`src/rtl/led_rom_sequencer_if.sv`:
```
// ROM read port between led_rom_sequencer (master) and the pattern ROM (slave).
// Latency: none, the ROM answers combinationally in the same cycle.
// Backpressure: none; the reader owns the address, the ROM always answers.
interface led_rom_sequencer_if #(
    parameter int ADDR_W = 8
);
    logic [ADDR_W-1:0] addrRd;
    logic [15:0]       dataRd;

    modport master (output addrRd, input  dataRd);
    modport slave  (input  addrRd, output dataRd);
endinterface

```
`src/rtl/led_rom_sequencer.sv`:
```
// Fetches {pattern, hold} words from the LED ROM and plays them on the LEDs (LEDSEQ_LOOP_EN: loop on end marker).
// Latency: one FETCH cycle per word, then hold*TICK_DIV HOLD cycles; all outputs registered.
// Backpressure: none; en=0 drops back to IDLE on the next edge, overriding any tick or advance.
module led_rom_sequencer #(
    parameter int TICK_DIV = 50000,
    parameter int ADDR_W   = 8
) (
    input  logic                       clk,
    input  logic                       rst_n,
    input  logic                       en,
    led_rom_sequencer_if.master        rom,
    output logic [7:0]                 leds,
    output logic                       step,
    output logic                       done
);
    localparam int               PW        = (TICK_DIV > 1) ? $clog2(TICK_DIV) : 1;
    localparam logic [PW-1:0]    TICK_LAST = PW'(TICK_DIV - 1);
    localparam logic [PW-1:0]    PONE      = PW'(1);
    localparam logic [ADDR_W-1:0] AONE     = ADDR_W'(1);
    localparam bit               DIV1      = (TICK_DIV == 1);

    typedef enum logic [1:0] {
        IDLE  = 2'd0,
        FETCH = 2'd1,
        HOLD  = 2'd2,
        HALT  = 2'd3
    } state_t;

    state_t            state;
    logic [ADDR_W-1:0] addr_q;
    logic [PW-1:0]     presc;
    logic [7:0]        hold_cnt;
    logic              tick;

    assign rom.addrRd = addr_q;
    assign tick       = (presc == TICK_LAST);

    // step is registered, so it is raised one edge early: it must be visible
    // during the last HOLD cycle, before addrRd moves on.
    always_ff @(posedge clk or negedge rst_n) begin
        if (!rst_n) begin
            state    <= IDLE;
            addr_q   <= '0;
            leds     <= 8'h00;
            step     <= 1'b0;
            done     <= 1'b0;
            presc    <= '0;
            hold_cnt <= 8'd0;
        end else begin
            step <= 1'b0;
            if (state != IDLE && !en) begin
                state    <= IDLE;
                addr_q   <= '0;
                leds     <= 8'h00;
                done     <= 1'b0;
                presc    <= '0;
                hold_cnt <= 8'd0;
            end else begin
                case (state)
                    IDLE: begin
                        if (en) begin
                            state <= FETCH;
                        end
                    end
                    FETCH: begin
                        if (rom.dataRd[7:0] != 8'd0) begin
                            leds     <= rom.dataRd[15:8];
                            hold_cnt <= rom.dataRd[7:0];
                            presc    <= '0;
                            state    <= HOLD;
                            step     <= DIV1 && (rom.dataRd[7:0] == 8'd1);
                        end else begin
`ifdef LEDSEQ_LOOP_EN
                            // Wrap pulse lands in the FETCH of address 0.
                            addr_q <= '0;
                            step   <= 1'b1;
`else
                            state  <= HALT;
                            done   <= 1'b1;
`endif
                        end
                    end
                    HOLD: begin
                        if (tick) begin
                            presc    <= '0;
                            hold_cnt <= hold_cnt - 8'd1;
                            if (hold_cnt == 8'd1) begin
                                addr_q <= addr_q + AONE;
                                state  <= FETCH;
                            end else begin
                                step <= DIV1 && (hold_cnt == 8'd2);
                            end
                        end else begin
                            presc <= presc + PONE;
                            step  <= ((presc + PONE) == TICK_LAST) && (hold_cnt == 8'd1);
                        end
                    end
                    HALT: begin
                        done <= 1'b1;
                    end
                    default: begin
                        state <= IDLE;
                    end
                endcase
            end
        end
    end
endmodule

```
`src/flat_wrapper.sv`:
```
// flat-port wrapper written by rule: the top's interface ports become plain ports
module led_rom_sequencer_flat 
#(
    parameter int TICK_DIV = 50000,
    parameter int ADDR_W   = 8
)
  (clk, rst_n, en, leds, step, done, rom_addrRd, rom_dataRd);
  led_rom_sequencer_if #(.ADDR_W(ADDR_W)) rom_i ();
  input  logic clk;
  input  logic rst_n;
  input  logic en;
  output logic [7:0] leds;
  output logic step;
  output logic done;
  output wire logic [$bits(rom_i.addrRd)-1:0] rom_addrRd;
  input wire logic [$bits(rom_i.dataRd)-1:0] rom_dataRd;
  assign rom_addrRd = rom_i.addrRd;
  assign rom_i.dataRd = rom_dataRd;
  led_rom_sequencer #(.TICK_DIV(TICK_DIV), .ADDR_W(ADDR_W)) u_core (.clk(clk), .rst_n(rst_n), .en(en), .rom(rom_i), .leds(leds), .step(step), .done(done));
endmodule
```
`config.mk`:
```
export PLATFORM = sky130hd
export DESIGN_NAME = led_rom_sequencer_flat
export DESIGN_NICKNAME = d
export VERILOG_FILES = /design/src/rtl/led_rom_sequencer_if.sv /design/src/rtl/led_rom_sequencer.sv /design/src/flat_wrapper.sv
export SDC_FILE = /design/constraint.sdc
export NUM_CORES = 1
export LEC_CHECK = 0
export CORE_MARGIN = 2
export CORE_UTILIZATION = 30
export DETAILED_ROUTE_END_ITERATION = 8
export GPL_TIMING_DRIVEN = 0
export MAX_ROUTING_LAYER = met4
export SLEW_MARGIN = 5
export SYNTH_ARGS = -nofsm -noshare
export SYNTH_HDL_FRONTEND = slang
export SYNTH_SLANG_ARGS = --single-unit
```
`constraint.sdc`:
```
create_clock -name clk -period 2 [get_ports clk]
set_input_delay 0.4 -clock clk [delete_from_list [all_inputs] [get_ports clk]]
set_output_delay 0.4 -clock clk [all_outputs]
set_load 0.03 [all_outputs]
```
Yosys cells after proc, flatten, opt, wreduce, memory -nomap -nowiden
Index checks and enable logic that the tools add are counted.
Cells by class
  equality and inequality tests: 11
  add/subtract/negate cells: 3
  muxes and demuxes: 27
  reductions and logical operators: 20
Operators by type and width (number)
  two-way mux 8 bit: 10
  two-way mux 16 bit: 3
  equality test 16 bit, second input constant: 2
  case mux 16 bit (2 select lines): 1
  adder 16 x 1 -> 16 bit, second input constant: 1
  case mux 8 bit (2 select lines): 1
  nonzero test 2 bit: 6
  inequality test 3 x 1 -> 1 bit, second input constant: 3
  adder 8 x 1 -> 8 bit, second input constant: 1
  equality test 8 x 1 -> 1 bit, second input constant: 1
  two-way mux 2 bit: 4
  nonzero test 8 bit: 1
  subtractor 8 x 1 -> 8 bit, second input constant: 1
  two-way mux 1 bit: 6
  inequality test 3 x 2 -> 1 bit, second input constant: 2
  case mux 2 bit (3 select lines): 1
  AND reduction 2 bit: 3
  AND reduction 3 bit: 2
  nonzero test 3 bit: 2
  equality test 2 bit, second input constant: 2
  AND reduction 4 bit: 1
  nonzero test 4 bit: 1
  equality test 2 x 1 -> 1 bit, second input constant: 1
  logical AND 1 bit: 2
  3 further kinds: 3
Word-level totals
  register bits after elaboration: 44
  output and inout port bits: 18
  word-level logic and storage cells: 68

Longest topological paths before layout
Gate-level depths: netlist (run 1).
  word-level depth: 6
  gate-level depth with buffers: 9

Least setup slack after synthesis (run 1)
Ideal clock, no wire load.
  path type: register -> register
  from: reg u_core.state[0]
  to: reg u_core.presc[10]
  path buffers: 2
  data required time: 1.879 ns
  setup slack: -0.144 ns
  stages on the path, launching flop included: 10
  data arrival time: 2.023 ns
  path through: dfrtp_1 -> inv_1 -> ha_1 -> or2_2 -> clkbuf_1 -> nand2_1 -> a21o_1 -> clkbuf_1 -> o21ai_0 -> a22o_1
On the way
  longest elaborated chain between the ends: 4
RTL lines
  start: declaration: RTL line led_rom_sequencer.sv:29  | state_t state;
  start signal: assignment: RTL line led_rom_sequencer.sv:42  | state <= IDLE;
  start signal: assignment: RTL line led_rom_sequencer.sv:52  | state <= IDLE;
  start signal: assignment: RTL line led_rom_sequencer.sv:62  | state <= FETCH;
  nonzero test 2 bit: RTL line led_rom_sequencer.sv:51  | if (state != IDLE && !en) begin
  logical AND 1 bit: RTL line led_rom_sequencer.sv:51
  inequality test 3 x 1 -> 1 bit (no line) or nonzero test 3 bit (tied branches)
  AND reduction 2 bit (no line)
  end signal: assignment: RTL line led_rom_sequencer.sv:94  | presc <= presc + PONE;
  end: declaration: RTL line led_rom_sequencer.sv:31  | logic [PW-1:0] presc;
Several ways; a longest one is shown, not always the timed one.
A chain may end at the register's enable or synchronous reset.

Worst setup path after layout (run 1)
  from: reg u_core.hold_cnt[4]
  to: reg u_core.addr_q[4], in the netlist u_core.rom.addrRd[4]
On the way
  longest elaborated chain between the ends: 3
RTL lines
  start: declaration: RTL line led_rom_sequencer.sv:32  | logic [7:0] hold_cnt;
  start signal: assignment: RTL line led_rom_sequencer.sv:68  | hold_cnt <= rom.dataRd[7:0];
  start signal: assignment: RTL line led_rom_sequencer.sv:86  | hold_cnt <= hold_cnt - 8'd1;
  equality test 8 x 1 -> 1 bit: RTL line led_rom_sequencer.sv:87  | if (hold_cnt == 8'd1) begin
  nonzero test 2 bit (no line)
  AND reduction 3 bit (no line)
  end signal: assignment: RTL line led_rom_sequencer.sv:88  | addr_q <= addr_q + AONE;
  end: declaration: RTL line led_rom_sequencer.sv:30  | logic [ADDR_W-1:0] addr_q;
No other way between the ends.

==> results of run 1 <==
## per-stage QoR
stage	cell area (um2)	util, %	power [uW]	hold WS [ps]	worst slack, ps
after global routing	3920	44.7	4200	510	-254
final	3920	44.7	3950	483	-195
after floorplan	2760	-	2270	104	-92.9
after global placement	3260	37.2	2780	465	-972
after CTS	3760	42.9	3780	498	-185
after detailed placement	3270	37.4	2800	316	-924
## report_power, final
part,internal (uW),switching [uW]
combinational,847,1180
clock,370,342
sequential,1070,150
## layout by cell type, fill, tap and decap left out, drive strengths merged, types with 2 or more instances in the layout
master,Yosys,final
nor2b,3,3
clkinvlp,0,2
and3,7,7
nand3,15,15
nor4,10,10
nand2,35,35
xnor2,2,2
or3,5,5
dfrtp,44,44
clkdlybuf4s50,0,33
or2,3,3
a22o,8,8
nor4b,3,3
a21o,3,3
o31ai,12,12
nor3,11,11
or4,6,6
o21ai,38,38
nand4,10,10
and4b,2,2
buf,1,42
o22ai,2,2
inv,12,12
a21oi,27,27
nor2,17,18
a31oi,2,2
clkbuf,14,10
o2bb2ai,2,2
nand2b,2,2
ha,9,9
o31a,2,2
nor3b,3,3
## critical path, cell delays in order, from the launching register on
cell and delay (ps):
dfrtp_1 420, or4_4 570, nor4b_4 210, buf_4 180
nand4_4 140, or4_1 460, a21oi_2 140
## cells in the mapped netlist (all sizes together), types with 3 or more instances
cell / instances / area [um2]
a22o: 8 / 70.1
nor4: 10 / 75.1
o31ai: 12 / 90.1
nand3: 15 / 75.1
nor3: 11 / 55.1
nand4: 10 / 77.6
and3: 7 / 43.8
o21ai: 38 / 190
nor3b: 3 / 22.5
nor2b: 3 / 18.8
clkbuf: 14 / 52.6
a21oi: 27 / 135
nor4b: 3 / 41.3
a21o: 3 / 22.5
or4: 6 / 48.8
inv: 12 / 45.0
dfrtp: 44 / 1100
or3: 5 / 31.3
nand2: 35 / 131
nor2: 17 / 63.8
ha: 9 / 113
or2: 3 / 18.8
## area by class of cell
| type | count | area [um2] | share of cell area, % |
|---|---|---|---|
| multi-input cells | 251 | 1760 | 45.0 |
| well taps | 108 | 135 | 3.45 |
| repair buffers | 74 | 673 | 17.2 |
| flip-flops and latches | 44 | 1110 | 28.4 |
| plain buffers | 9 | 71.3 | 1.82 |
| clock inverters | 3 | 42.5 | 1.09 |
| clock buffers | 5 | 68.8 | 1.76 |
| inverters | 13 | 52.6 | 1.34 |
## logic make-up after synthesis
kind of cell    count (synthesis)  synth area share (%)
mux                             1                 0.366
fa+ha+maj                       9                  4.12
xor+xnor                        2                 0.640
buf+inv                        28                  3.89
flops                          44                  40.2
simple gates                  135                  27.8
compound gates                103                  22.9
## repair_timing
action / 4_1_cts / 5_1_grt
cloned: 0 / 1
resized for setup: 50 / 26
hold buffers: 1 / 0
buffers inserted: 23 / 13
setup endpoints to repair: 43 / 43
pin swaps: 17 / 13
hold endpoints to repair: 11 / 0
## final timing paths
path                                          from                    to  cells after the start
worst max-delay path            u_core.hold_cnt[4]  u_core.rom.addrRd[4]                      6
worst min-delay path                 rom_dataRd[6]    u_core.hold_cnt[6]                      3
worst max register to register  u_core.hold_cnt[4]  u_core.rom.addrRd[4]                      6
worst min register to register      u_core.leds[7]        u_core.leds[7]                      2
max in group asynchronous                    rst_n       u_core.presc[9]                      3
min in group asynchronous                    rst_n  u_core.rom.addrRd[6]                      2
## per-layer routing
layer	track usage, %	up-vias	wire, um
met5	-	-	0
met2	27.2	89	3890
met4	3.69	0	125
li1	-	1354	-
met3	3.09	14	448
met1	22.3	1328	3820
## flip-flops by register name, indices dropped and copies added (netlist names)
signal,cells
u_core.done,1
u_core.step,1
u_core.leds,8
u_core.rom.addrRd,8
u_core.hold_cnt,8
u_core.presc,16
u_core.state,2
==> impl_metrics.json, run 1 <==
{
  "max-cap-violations": 0,
  "cp_max_fo": 6,
  "die_area_um2": 9900,
  "synthFlopType": "dfrtp_1",
  "antenna_found_initial": 0,
  "violations": "setup timing",
  "die_w_um": 99.5,
  "setup_viol": 9,
  "rsz0062_at_grt": "true",
  "avgSynthCellArea_um2": 8.50,
  "grt_usage_pct": 16.9,
  "critical_path_class": "flip-flop to flip-flop",
  "num-nets-final": 426,
  "wire_per_inst_um": 16.3,
  "period_minus_slack_ps": 2200,
  "fmax_ghz": 0.456,
  "num_vias": 2785,
  "gp_congestion": 0.862,
  "syn2layout_area_growth_pct": 43.2,
  "grt_overflow": 0,
  "layout.cells.non_filler": 507,
  "diodes": 0,
  "slew_headroom_pct": 59.4,
  "cts_tree": "done",
  "fin_ws_ps": -195,
  "core_um2": 8760,
  "finClkSkew_ps": 13.4,
  "status": "finished with violations",
  "hp-class": "primary input to flip-flop",
  "drc": 0,
  "die_h_um": 99.5,
  "via_per_inst": 5.49,
  "final_max_slew_viol_count": 0,
  "vdd_ir_drop_max_v": 0.000423,
  "cts_sinks": 44,
  "wl_um": 8280,
  "portBuffers": 36,
  "drt_iter0_drc": 230,
  "r2r_slack_ps": -200,
  "top_level_ports": 37,
  "drive_above_1_share_pct": 26.3,
  "rows": 34,
  "antenna_left": 0,
  "numCtsBuffers": 5,
  "fin_crit_sh_pct": 110,
  "worst_pin_slew_ps": 607,
  "hpwlAfterDp_um": 5200,
  "yosysSeqAreaShare_pct": 40.2,
  "ys_ff_latch": 44,
  "start_kind": "flip-flop",
  "drt_first_pass_iters": 5,
  "clock_latency_ps": 320,
  "syn_nets": 350,
  "power.density_nw_per_um2": 1010,
  "synth_cells": 322,
  "hold_viol_final": 0,
  "grt_pass1_wl_um": 13300,
  "async_reset_ff_share_pct": 100,
  "fillCellCount": 846,
  "timing.setup.tns_ps": -1100,
  "grt_pass1_vias": 2611,
  "worstSetupEndpointType": "flip-flop",
  "worst_ep_arrival_time_ps": 2450,
  "placed_cells": 467,
  "ys_warn_count": 0,
  "grt_max_degree": 34,
  "synth_edf_count": 0,
  "initial_utilization_pct": 31.2,
  "required_ps": 2250,
  "cts_max_path_buffers": 2,
  "root_buffer": "clkbuf_8",
  "cts_max_level": 2,
  "p_leak_uw": 0.00155,
  "ys_types": 48,
  "netlist_area_um2": 2740,
  "clk_pin_slew_ps": 100
}
Note: power is estimated with default switching activity, not from simulation.
==> run 2, diff against run 1 <==
- CORE_ASPECT_RATIO: unset -> 0.75
- PLACE_DENSITY: unset -> 0.49
==> impl_metrics.json, run 2 (synthesis results as in run 1) <==
{
  "grt_overflow": 0,
  "rr_worst_depth": 6,
  "crit_end": "u_core.rom.addrRd[4]",
  "required_ps": 2220,
  "hpwlAfterDp_um": 5650,
  "initial_utilization_pct": 30.5,
  "clock_latency_ps": 290,
  "vdd_ir_drop_max_v": 0.000424,
  "placed_cells": 471,
  "antenna_found_initial": 0,
  "final_max_slew_viol_count": 0,
  "violations": "setup timing",
  "num_vias": 2755,
  "setup_viol": 22,
  "share_seq_of_total_power_pct": 30.6,
  "start_kind": "flip-flop",
  "cts_max_level": 2,
  "period_minus_slack_ps": 2130,
  "hp-class": "primary input to async pin",
  "cts_tree": "done",
  "top_register": "u_core.presc",
  "fin_ws_ps": -127,
  "cp-startpoint": "u_core.hold_cnt[2]",
  "mostFrequentLayoutCells": "35 x o21ai_0, 34 x dfrtp_1, 31 x nand2_1",
  "drt_first_pass_iters": 4,
  "grt_pass1_vias": 2663,
  "timing.rr.end": "u_core.rom.addrRd[4]",
  "grt_pass1_wl_um": 13800,
  "antenna_left": 0,
  "drc": 0,
  "grt_usage_pct": 18.0,
  "rows": 30,
  "dp_worst_setup_slack_ps": -967,
  "numCtsBuffers": 5,
  "intPower_uw": 2350,
  "clk_pin_slew_ps": 60,
  "cp_max_fo": 5,
  "power.density_nw_per_um2": 1010,
  "status": "finished with violations",
  "r2r_slack_ps": -130,
  "worst_pin_slew_ps": 589,
  "hold_viol_final": 0,
  "portBuffers": 36,
  "drt_iter0_drc": 156,
  "grt_max_degree": 24,
  "die_area_um2": 9910,
  "die_w_um": 114,
  "finClkSkew_ps": 9.03,
  "ctsHoldBuffers": 0,
  "r2r_start": "u_core.hold_cnt[2]",
  "slew_headroom_pct": 60.6,
  "hold_ws_ps": 97.6,
  "p_leak_uw": 0.00163,
  "core_um2": 8970,
  "diodes": 0,
  "wl_um": 8390,
  "total_power_uw": 4030,
  "switching_share_pct": 41.7,
  "fmax_ghz": 0.470,
  "die_h_um": 86.7,
  "syn2layout_area_growth_pct": 46.4,
  "worst_ep_arrival_time_ps": 2350,
  "worstSetupEndpointType": "flip-flop",
  "critical_path_class": "flip-flop to flip-flop",
  "top_level_ports": 37,
  "num-nets-final": 421,
  "switchingPower_uw": 1680,
  "share_comb_of_total_power_pct": 48.3,
  "drive_above_1_share_pct": 27.4,
  "final_common_cell": "o21ai_0",
  "max-cap-violations": 0,
  "layout.cells.non_filler": 506,
  "wire_per_inst_um": 16.6,
  "gp_congestion": 0.844,
  "rsz0062_at_grt": "true",
  "timing.setup.tns_ps": -1280,
  "cts_sinks": 44,
  "root_buffer": "clkbuf_16",
  "power_frac_clock_pct": 21.2,
  "cts_max_path_buffers": 2,
  "via_per_inst": 5.44,
  "largest_register_ffs": 16,
  "fin_crit_sh_pct": 106
}
==> run 2: cell types whose count changed in the layout (fill, tap and decap cells not counted), moves of 3 or more <==
cell / delta
buf_4: -7
clkbuf_16: +5
dlymetal6s2s_1: +5
o21ai_1: -5
clkdlybuf4s50_1: -4
o21ai_0: +4
or4_1: -3
or4_4: +3
==> run 2: stage by stage <==
| step | utilization, % | cell area, um2 |
|---|---|---|
| final | 44.7 | 4010 |
| after global routing | 44.7 | 4010 |
| after CTS | 42.1 | 3780 |
| after detailed placement | 36.5 | 3280 |
| after global placement | 36.4 | 3260 |
| after floorplan | - | 2760 |
==> run 2: what timing repair did <==
item | CTS | global route
hold endpoints to repair | 0 | 0
endpoints found under the setup margin | 43 | 43
gates cloned | 2 | 0
resized for setup | 48 | 35
pin swaps | 14 | 11
setup buffers | 21 | 10
==> run 2: area by class of cell <==
cell class | count | area, um2
tap | 112 | 140
fill | 866 | 4960
buffer | 9 | 73.8
inverter | 13 | 50.0
sequential | 44 | 1110
clock buffer | 6 | 139
clock inverter | 2 | 10.0
multi-input combinational | 251 | 1830
timing repair buffer | 69 | 651
==> run 2: layer usage <==
layer / GRT usage (%) / routed length (um)
met2: 25.3 / 3660
met3: 3.50 / 325
met5: - / 0
met4: 5.43 / 72
met1: 26.2 / 4330
==> run 2: critical path, cell delays in order, from the launching register on <==
cell and delay [ps]:
dfrtp_2 410, or4_4 540, nor4b_4 240, buf_6 170, nand4_4 120, or4_4 450
a21oi_2 130
==> run 2: worst min-delay path by stage <==
stage,from,endpoint,depth (start not counted)
2_1_floorplan,rst_n,u_core.done,0
3_3_place_gp,u_core.leds[5],u_core.leds[5],2
3_5_place_dp,rst_n,u_core.presc[1],1
4_1_cts,rst_n,u_core.presc[1],1
5_1_grt,rst_n,u_core.presc[1],1
6_report,rst_n,u_core.presc[1],1
==> run 2: power groups by stage <==
stage          registers [uW]  clock network, uW  logic, uW
6_report                 1230                853       1940
5_1_grt                  1260                909       2130
4_1_cts                  1230                880       1840
3_5_place_dp             1250                  0       1570
3_3_place_gp             1240                  0       1560
2_1_floorplan            1370                  0        902
==> run 3, diff against run 2 <==
- CTS_BUF_LIST: unset -> sky130_fd_sc_hd__clkbuf_4
- CTS_CLUSTER_DIAMETER: unset -> 100
- GPL_ROUTABILITY_DRIVEN: unset -> 0
==> impl_metrics.json, run 3 (synthesis results as in run 1) <==
{
  "status": "finished with violations",
  "violations": "setup timing",
  "antenna_found_initial": 0,
  "grt_max_degree": 24,
  "root_buffer": "clkbuf_4",
  "drt_iter0_drc": 184,
  "top_register": "u_core.presc",
  "hpwlAfterDp_um": 5650,
  "wl_um": 8620,
  "intPower_uw": 2040,
  "critical_path_class": "flip-flop to flip-flop",
  "top_level_ports": 37,
  "rows": 30,
  "hold_start": "u_core.leds[0]",
  "power_frac_clock_pct": 12.1,
  "period_minus_slack_ps": 2140,
  "wire_per_inst_um": 16.4,
  "hold_ws_ps": 497,
  "die_h_um": 86.7,
  "fin_crit_sh_pct": 107,
  "p_leak_uw": 0.00169,
  "switching_share_pct": 44.9,
  "utilization_pct": 45.6,
  "die_area_um2": 9910,
  "largest_register_ffs": 16,
  "cts_max_path_buffers": 2,
  "die_w_um": 114,
  "grt_usage_pct": 18.0,
  "fillCellCount": 876,
  "cts_max_level": 2,
  "grt_pass1_wl_um": 13800,
  "setup_viol": 10,
  "hold_viol_final": 0,
  "max-cap-violations": 0,
  "drive_above_1_share_pct": 31.6,
  "clk_pin_slew_ps": 130,
  "num-nets-final": 439,
  "cts_tree": "done",
  "start_kind": "flip-flop",
  "share_comb_of_total_power_pct": 55.1,
  "final_common_cell": "buf_4",
  "switchingPower_uw": 1660,
  "diodes": 0,
  "r2r_start": "u_core.hold_cnt[2]",
  "fmax_ghz": 0.468,
  "antenna_left": 0,
  "core_um2": 8970,
  "fin_area_um2": 4090,
  "grt_overflow": 0,
  "worst_pin_slew_ps": 581,
  "drt_first_pass_iters": 4,
  "cts_sinks": 44,
  "worstSetupEndpointType": "flip-flop",
  "r2r_slack_ps": -140,
  "clock_latency_ps": 380,
  "num_vias": 2850,
  "fin_ws_ps": -135,
  "syn2layout_area_growth_pct": 49.4,
  "drc": 0,
  "worst_ep_arrival_time_ps": 2450,
  "rsz0062_at_grt": "true",
  "dp_worst_setup_slack_ps": -967,
  "placement.cell_area_um2": 3280,
  "vdd_ir_drop_max_v": 0.000493,
  "numCtsBuffers": 5,
  "initial_utilization_pct": 30.5,
  "mostFrequentLayoutCells": "45 x buf_4, 33 x o21ai_0, 32 x clkdlybuf4s50_1",
  "required_ps": 2320,
  "final_max_slew_viol_count": 0,
  "hp-class": "flip-flop to flip-flop",
  "cp-startpoint": "u_core.hold_cnt[2]",
  "grt_pass1_vias": 2686,
  "timing.setup.tns_ps": -885,
  "via_per_inst": 5.44,
  "power.density_nw_per_um2": 903,
  "portBuffers": 36,
  "finClkSkew_ps": 22.2,
  "share_seq_of_total_power_pct": 32.7,
  "slew_headroom_pct": 61.2,
  "cp_max_fo": 5
}
[run 3: cell types whose count changed in the layout (fill, tap and decap cells not counted), moves of 3 or more]
cell | previous run | this run
buf_4 | 30 | 45
buf_6 | 2 | 7
clkbuf_16 | 5 | 1
clkbuf_4 | 1 | 5
clkbuf_8 | 4 | 0
clkdlybuf4s50_1 | 29 | 32
dfrtp_1 | 34 | 31
dfrtp_2 | 10 | 13
dlymetal6s2s_1 | 6 | 3
[run 3: repair_timing]
action / 4_1_cts / 5_1_grt
hold endpoints to repair: 10 / 0
hold buffers: 1 / 0
resized for setup: 44 / 55
cloned: 1 / 1
setup endpoints to repair: 43 / 46
buffers inserted: 23 / 26
pin swaps: 8 / 22
[run 3: routing by layer]
metal  track usage, %  share of wire [%]
met1             26.4                 52
met2             26.0                 44
met3             3.29                3.4
met4             3.33               0.67
met5                -                  0
[run 3: stage by stage]
| step | total power [uW] | std cells |
|---|---|---|
| global placement | 2800 | 470 |
| finish | 3690 | 524 |
| global route | 3970 | 524 |
| CTS | 3550 | 500 |
| detailed placement | 2820 | 471 |
| floorplan | 2270 | 322 |
[run 3: power groups by stage]
stage	Clock, uW	Combinational [uW]	Sequential [uW]
5_1_grt	505	2230	1230
3_5_place_dp	0	1570	1250
4_1_cts	481	1860	1210
6_report	447	2040	1210
2_1_floorplan	0	902	1370
3_3_place_gp	0	1560	1240
[run 3: path summary, 6_finish.rpt]
| kind | end | cells past startpoint |
|---|---|---|
| max in group asynchronous | u_core.hold_cnt[2] | 3 |
| max reg2reg | u_core.rom.addrRd[4] | 6 |
| min reg2reg | u_core.leds[0] | 2 |
| min in group asynchronous | u_core.presc[1] | 2 |
| max | u_core.rom.addrRd[4] | 6 |
| min | u_core.leds[0] | 2 |
[run 3: layout make-up]
class	count	area [um2]	share of cell area, %
multi-input cells	251	1850	45.3
flip-flops and latches	44	1120	27.3
repair buffers	88	808	19.8
well taps	112	140	3.43
plain buffers	8	70.1	1.71
inverters	13	50.0	1.22
clock buffers	5	37.5	0.918
clock inverters	3	13.8	0.337
[run 3: worst max-delay path, cell delays in order (launching register included)]
cell and delay, ps:
dfrtp_2 430, or4_4 540, nor4b_4 240, buf_6 170, nand4_4 130, or4_4 450, a21oi_2 130
